===== src/rtl/seq_match_scheduler.sv =====
// Round-robin front end that feeds words from two requesters MSB-first through
// a bit-serial overlapping pattern detector and reports the match count per word.
module seq_match_scheduler #(
  parameter int                 WIDTH   = 8,
  parameter int                 PAT_LEN = 4,
  parameter logic [PAT_LEN-1:0] PATTERN = 4'b1011
) (
  input  logic             clk,
  input  logic             reset,
  input  logic             req0,
  input  logic             req1,
  input  logic [WIDTH-1:0] data0,
  input  logic [WIDTH-1:0] data1,
  output logic             grant0,
  output logic             grant1,
  output logic             busy,
  output logic             bit_out,
  output logic             match,
  output logic [3:0]       count,
  output logic             owner,
  output logic             done
);

  typedef enum logic [1:0] {IDLE, SHIFT, DONE} state_t;

  localparam logic [3:0] LAST_IDX = 4'(WIDTH - 1);
  localparam logic [3:0] MIN_IDX  = 4'(PAT_LEN - 1);

  state_t             state_reg, state_next;
  logic [WIDTH-1:0]   shift_reg, shift_next;
  logic [PAT_LEN-2:0] hist_reg, hist_next;
  logic [3:0]         idx_reg, idx_next;
  logic [3:0]         count_reg, count_next;
  logic               owner_reg, owner_next;
  logic               last_reg, last_next;
  logic               grant0_reg, grant0_next;
  logic               grant1_reg, grant1_next;
  logic               match_reg, match_next;

  logic               winner;
  logic [PAT_LEN-1:0] window;
  logic               hit;

  assign bit_out = (state_reg == SHIFT) && shift_reg[WIDTH-1];
  assign busy    = (state_reg != IDLE);
  assign done    = (state_reg == DONE);
  assign grant0  = grant0_reg;
  assign grant1  = grant1_reg;
  assign match   = match_reg;
  assign count   = count_reg;
  assign owner   = owner_reg;

  // Detector window: previous PAT_LEN-1 bits of this word plus the bit now on bit_out.
  assign window = {hist_reg, bit_out};
  assign hit    = (state_reg == SHIFT) && (window == PATTERN) && (idx_reg >= MIN_IDX);
  assign winner = (req0 && req1) ? ~last_reg : req1;

  always_comb begin
    state_next  = state_reg;
    shift_next  = shift_reg;
    hist_next   = hist_reg;
    idx_next    = idx_reg;
    count_next  = count_reg;
    owner_next  = owner_reg;
    last_next   = last_reg;
    grant0_next = 1'b0;
    grant1_next = 1'b0;
    match_next  = 1'b0;
    case (state_reg)
      // The DONE edge also accepts a pending request, so back-to-back words
      // keep a spacing of WIDTH+1 cycles.
      IDLE, DONE: begin
        if (state_reg == DONE) state_next = IDLE;
        if (req0 || req1) begin
          state_next  = SHIFT;
          shift_next  = winner ? data1 : data0;
          hist_next   = '0;
          idx_next    = '0;
          count_next  = '0;
          owner_next  = winner;
          last_next   = winner;
          grant0_next = ~winner;
          grant1_next = winner;
        end
      end
      SHIFT: begin
        shift_next = {shift_reg[WIDTH-2:0], 1'b0};
        hist_next  = window[PAT_LEN-2:0];
        idx_next   = idx_reg + 4'd1;
        match_next = hit;
        if (hit) count_next = count_reg + 4'd1;
        if (idx_reg == LAST_IDX) state_next = DONE;
      end
      default: state_next = IDLE;
    endcase
  end

  always_ff @(posedge clk or posedge reset) begin
    if (reset) begin
      state_reg  <= IDLE;
      shift_reg  <= '0;
      hist_reg   <= '0;
      idx_reg    <= '0;
      count_reg  <= '0;
      owner_reg  <= 1'b0;
      last_reg   <= 1'b1;
      grant0_reg <= 1'b0;
      grant1_reg <= 1'b0;
      match_reg  <= 1'b0;
    end else begin
      state_reg  <= state_next;
      shift_reg  <= shift_next;
      hist_reg   <= hist_next;
      idx_reg    <= idx_next;
      count_reg  <= count_next;
      owner_reg  <= owner_next;
      last_reg   <= last_next;
      grant0_reg <= grant0_next;
      grant1_reg <= grant1_next;
      match_reg  <= match_next;
    end
  end

endmodule


===== config.mk =====
export PLATFORM = sky130hd
export DESIGN_NAME = seq_match_scheduler
export DESIGN_NICKNAME = d
export VERILOG_FILES = /design/src/rtl/seq_match_scheduler.sv
export SDC_FILE = /design/constraint.sdc
export NUM_CORES = 1
export LEC_CHECK = 0
export ABC_AREA = 1
export CAP_MARGIN = 20
export CORE_UTILIZATION = 39
export CTS_CLUSTER_DIAMETER = 200
export CTS_CLUSTER_SIZE = 16
export DETAILED_ROUTE_END_ITERATION = 10
export PLACE_DENSITY = 0.66
export SLEW_MARGIN = 15
export SYNTH_ARGS = -nofsm -noshare
export SYNTH_HDL_FRONTEND = slang
export SYNTH_SLANG_ARGS = --single-unit

===== constraint.sdc =====
create_clock -name clk -period 1.6 [get_ports clk]
set_clock_uncertainty 0.1 [all_clocks]
set_input_delay 0.48 -clock clk [delete_from_list [all_inputs] [get_ports clk]]
set_output_delay 0.48 -clock clk [all_outputs]
set_load 0.05 [all_outputs]

# --- Word level (Yosys, flattened, before mapping) ---
# Index checks and enable logic that the tools add are counted.
totals:
  input_bits: 20
  output_inout_bits: 11
  reg_bits: 26
classes:
  n_reduce_logical: 13
  n_addsub: 2
  eq_ne: 8
  n_bitwise: 2
  mux: 19
  order_cmp: 1
op_table:
  columns: ["operator", "n"]
  rows:
  - ["2-to-1 mux 8 bit", 2]
  - ["case mux 4 bit (2 select lines)", 2]
  - ["case mux 8 bit (2 select lines)", 1]
  - ["adder 4 x 1 -> 4 bit, second input constant", 2]
  - ["2-to-1 mux 4 bit", 2]
  - ["2-to-1 mux 1 bit", 6]
  - ["2-to-1 mux 2 bit", 3]
  - ["case mux 3 bit (2 select lines)", 1]
  - ["AND reduction 2 bit", 3]
  - ["equality test 4 x 3 -> 1 bit, second input constant", 1]
  - ["equality test 4 bit, second input constant", 1]
  - [">= comparator 4 x 2 -> 1 bit, second input constant", 1]
  - ["logical AND 1 bit", 4]
  - ["inequality test 2 bit, second input constant", 2]
  - ["case mux 2 bit (2 select lines)", 1]
  - ["nonzero test 2 bit", 2]
  - ["2-to-1 mux 3 bit", 1]
  - ["inequality test 3 bit, second input constant", 1]
  - ["AND reduction 3 bit", 1]
  - ["equality test 2 x 1 -> 1 bit, second input constant", 1]
  - ["equality test 2 bit, second input constant", 1]
  - ["zero test 2 bit", 1]
  - ["inequality test 2 x 1 -> 1 bit, second input constant", 1]
  - ["NOT 1 bit", 2]
  - ["2 further kinds", 2]

# --- Longest topological paths before layout ---
logic_depth:
  word_depth: 7
  mapped_depth: 7
  ltp_nobuf: 7

# --- Worst setup path before layout ---
# Ideal clock, no wire load.
synth_timing:
  path_kind: "register to output"
  startpoint: "register state_reg[0]"
  endpoint: "output port bit_out"
  slack_ps: -359
  t_arrival_ps: 1379
  t_required_ps: 1020
  stages_incl_launch_ff: 4
  cell_sequence: "dfrtp_1 nand2_2 buf_2 nor2_1"
synth_between:
  elab_chain_cells: 2
synth_lines:
  columns: ["item", "line_no", "rtl"]
  rows:
  - ["start: declaration", "29", "state_t state_reg, state_next;"]
  - ["start signal: assignment", "111", "state_reg <= state_next;"]
  - ["equality test 2 x 1 -> 1 bit", "44", "assign bit_out = (state_reg == SHIFT) && shift_reg[WIDTH-1];"]
  - ["logical AND 1 bit", "44", null]
  - ["end: declaration", "17", "output logic bit_out,"]
# Every way passes these cells.

# --- Final worst setup path ---
layout_timing:
  startpoint: "register state_reg[0]"
  endpoint: "output port done"
layout_between:
  elab_chain_cells: 1
layout_lines:
  columns: ["item", "line_no", "rtl"]
  rows:
  - ["equality test 2 bit", "46", "assign done = (state_reg == DONE);"]
  - ["end: declaration", "21", "output logic done"]
# Every way passes these cells.

==> summary.md <==
| Metric | Value |
|---|---|
| Synth area leader | `dfrtp_1` |
| Yosys warning total | `0` |
| Largest net degree at the start of global routing | `27` |
| R2R depth | `7` |
| Fin crit period | `1.704 ns` |
| Clock latency at the later pin of the worst-skew pair | `0.33 ns` |
| First drt pass iteration count | `4` |
| Top Layer Used | `met4` |
| Fmax achieved | `0.5867 GHz` |
| Mapped Avg Cell Area | `8.206 µm²` |
| Least-Margin Pin Slew | `0.2042 ns` |
| Number of unique standard cell types used by synthesis | `20` |
| I/O Pins | `31` |
| GRT Total Usage | `17.10%` |
| Slowest stage cell, crit path | `dfrtp_2` |
| Yosys reg bits | `26` |
| Reg-to-Reg Start | `idx_reg[0]` |
| Vias | `1160` |
| Outcome | `complete, but fails checks` |
| R2r endpoint | `count[3]` |
| Clk sinks | `26` |
| Port-buffer cells | `30` |
| Mapped Cells | `154` |
| CP Max Fanout | `4` |
| Post-synth EDFFs | `0` |
| Nets | `223` |
| Main synth FF type | `dfrtp_1` |
| Cell row count | `20` |
| Initial cell density of the core | `41.39%` |
| Sequential area share after synthesis | `51.58%` |
| R2R setup slack | `0.14 ns` |
| Leakage | `0.9343 nW` |
| Top-area cell type share of the netlist area | `49.50%` |
| Metal2 WL | `1.388 mm` |
| Syn nets | `176` |
| Met3 WL | `102 µm` |
| Startpoint Class | `flop` |
| Synth top area cells | `dfrtp_1 (50%), nand2_1 (15%), nand3_1 (6.3%)` |
| Unrepaired setup endpoints after global routing | `yes` |
| Iteration-0 DRC Markers | `26` |
| Failing checks | `setup timing` |
| Post-route setup TNS | `-0.3036 ns` |
| Hold Buf Count CTS | `0` |
| Root buffer cell | `clkbuf_4` |
| Routed len/inst | `10.76 µm` |
| PwrDens | `1830 nW/µm²` |
| Initial antenna violation count | `0` |
| N_diodes | `0` |
| Final core utilization | `62.58%` |
| CTS Buf Count | `3` |
| First-pass GRT wire length | `4.540 mm` |
| CTS tree | `yes` |
| GRT overflow | `0` |
| Hold Vio Cnt, Final | `0` |
| Vias in the first global route | `1104` |
| Hold crit path type | `in2async` |
| VDD IR max | `0.0006122 V` |
| Mapped cell area | `1264 µm²` |
| Hpwl dp | `2.101 mm` |
| Ratio of cells with drive above 1 in the final layout | `23.50%` |
| Routed WL | `2.626 mm` |
| Required time worst endpoint | `1.02 ns` |
| Max Cap Violations | `0` |
| Critical path arrival | `1.12 ns` |
| RePlAce Congestion | `0.8659` |
| Synthesis-to-layout area growth | `51.19%` |
| Residual DRC | `0` |
| Critical path type | `reg2out` |
| Vias per cell | `4.754` |
| Die Y | `58.93 µm` |
| Max-slew violations | `0` |
| Max FFs per register | `8` |
| Wl on met1 | `1.119 mm` |
| Post-route setup slack | `-0.1044 ns` |
| CP endpoint kind | `output pin` |
| Fraction of registers with async set or reset after synthesis | `100.0%` |
| H-Tree Depth | `1` |
| Final period util | `106.5%` |
| Die extent in x | `58.93 µm` |
| Worst stage delay on the critical path | `0.47 ns` |
| Critical-path cell list | `nor2_2, buf_12` |
| Clock tree buffer depth | `2` |
| Clk pin slew, worst setup/hold paths | `0.15 ns` |
| Endpoints failing setup | `3` |
| Worst slew margin | `86.34%` |
| Die area | `3472 µm²` |
| Detail Route Antenna Nets | `0` |
| Area of the core | `3053 µm²` |
## power breakdown
part / internal (W) / total (W) / leakage [nW] / switching (W)
Combinational: 0.000853 / 0.00187 / 0.584 / 0.00102
Clock: 0.000253 / 0.000453 / 0.0279 / 0.000200
Sequential: 0.000947 / 0.00117 / 0.323 / 0.000226
## worst max-delay path by stage
stage / cells after the start / slack (ns) / startpoint / end
after detailed placement: 6 / -0.27 / req1 / idx_reg[2]
after CTS: 3 / -0.13 / state_reg[0] / busy
after floorplan: 3 / 0.001 / state_reg[0] / bit_out
after global routing: 4 / -0.17 / state_reg[1] / bit_out
after global placement: 6 / -0.18 / req1 / shift_reg[5]
final: 2 / -0.10 / state_reg[0] / done
## cells by family after synthesis
group / Yosys count / synth area share [%]
fa+ha+maj: 2 / 1.980
xor+xnor: 1 / 0.6932
simple gates: 85 / 28.81
buf+inv: 21 / 7.426
compound gates: 19 / 9.505
flops: 26 / 51.58
## synthesized netlist by cell type (2+ instances only)
master,number
nand2_1,50
dfrtp_1,25
inv_1,17
nand3_1,16
nor2_1,13
o211ai_1,7
a21oi_1,5
o21ai_0,5
nand2_2,3
ha_1,2
nor2_4,2
## area by class of cell
class | count | area [µm²]
clock inverter | 1 | 30.03
sequential | 26 | 656.9
fill | 294 | 1142
tap | 44 | 55.05
timing repair buffer | 45 | 548.0
inverter | 18 | 70.07
clock buffer | 3 | 22.52
multi-input combinational | 107 | 528.0
## what timing repair did
action | in CTS | in global routing
setup endpoints to repair | 4 | 13
pin swaps | 0 | 1
buffers inserted | 1 | 4
resized for setup | 2 | 4
## through the flow
stage,worst slack [ns],power (W),area (µm²),instances,hold slack [ns]
finish,-0.1044,0.003497,1911,244,0.3481
detailed placement,-0.2668,0.002992,1815,235,0.3644
floorplan,0.0009901,0.002230,1274,154,0.3402
global route,-0.1654,0.003747,1911,244,0.3825
global placement,-0.1842,0.002932,1815,235,0.3595
CTS,-0.1324,0.003453,1877,240,0.3486
## critical path, delay by kind of cell (launching register included)
family                 cells  cell delay [ns]
flip-flops                 1             0.47
AND/OR/NAND/NOR            1             0.17
buffers and inverters      1             0.15
## layout by cell type (no fill, tap or decap)
| cell | netlist | layout |
|---|---|---|
| a21oi_1 | 5 | 5 |
| nor2_2 | 0 | 1 |
| inv_4 | 1 | 1 |
| nor2_1 | 13 | 11 |
| buf_12 | 0 | 13 |
| nor2_4 | 2 | 3 |
| inv_2 | 0 | 2 |
| ha_1 | 2 | 2 |
| clkbuf_4 | 0 | 3 |
| nand3_1 | 16 | 16 |
| nand4_1 | 1 | 1 |
| nand2_1 | 50 | 50 |
| dfrtp_1 | 25 | 21 |
| o211ai_1 | 7 | 7 |
| a21oi_2 | 1 | 1 |
| buf_4 | 1 | 13 |
| dfstp_2 | 1 | 1 |
| o21ai_2 | 1 | 1 |
| xnor2_1 | 1 | 1 |
| inv_1 | 17 | 15 |
| dfrtp_2 | 0 | 4 |
| nand2_2 | 3 | 3 |
| o21ai_0 | 5 | 5 |
| bufinv_16 | 0 | 1 |
| clkdlybuf4s50_1 | 0 | 19 |
## layer usage
layer	vias up	GRT usage [%]
met4	0	5.102
met5	-	0
met2	33	31.49
met1	541	20.82
met3	2	1.978
li1	584	-
(Power assumes the default switching activity.)
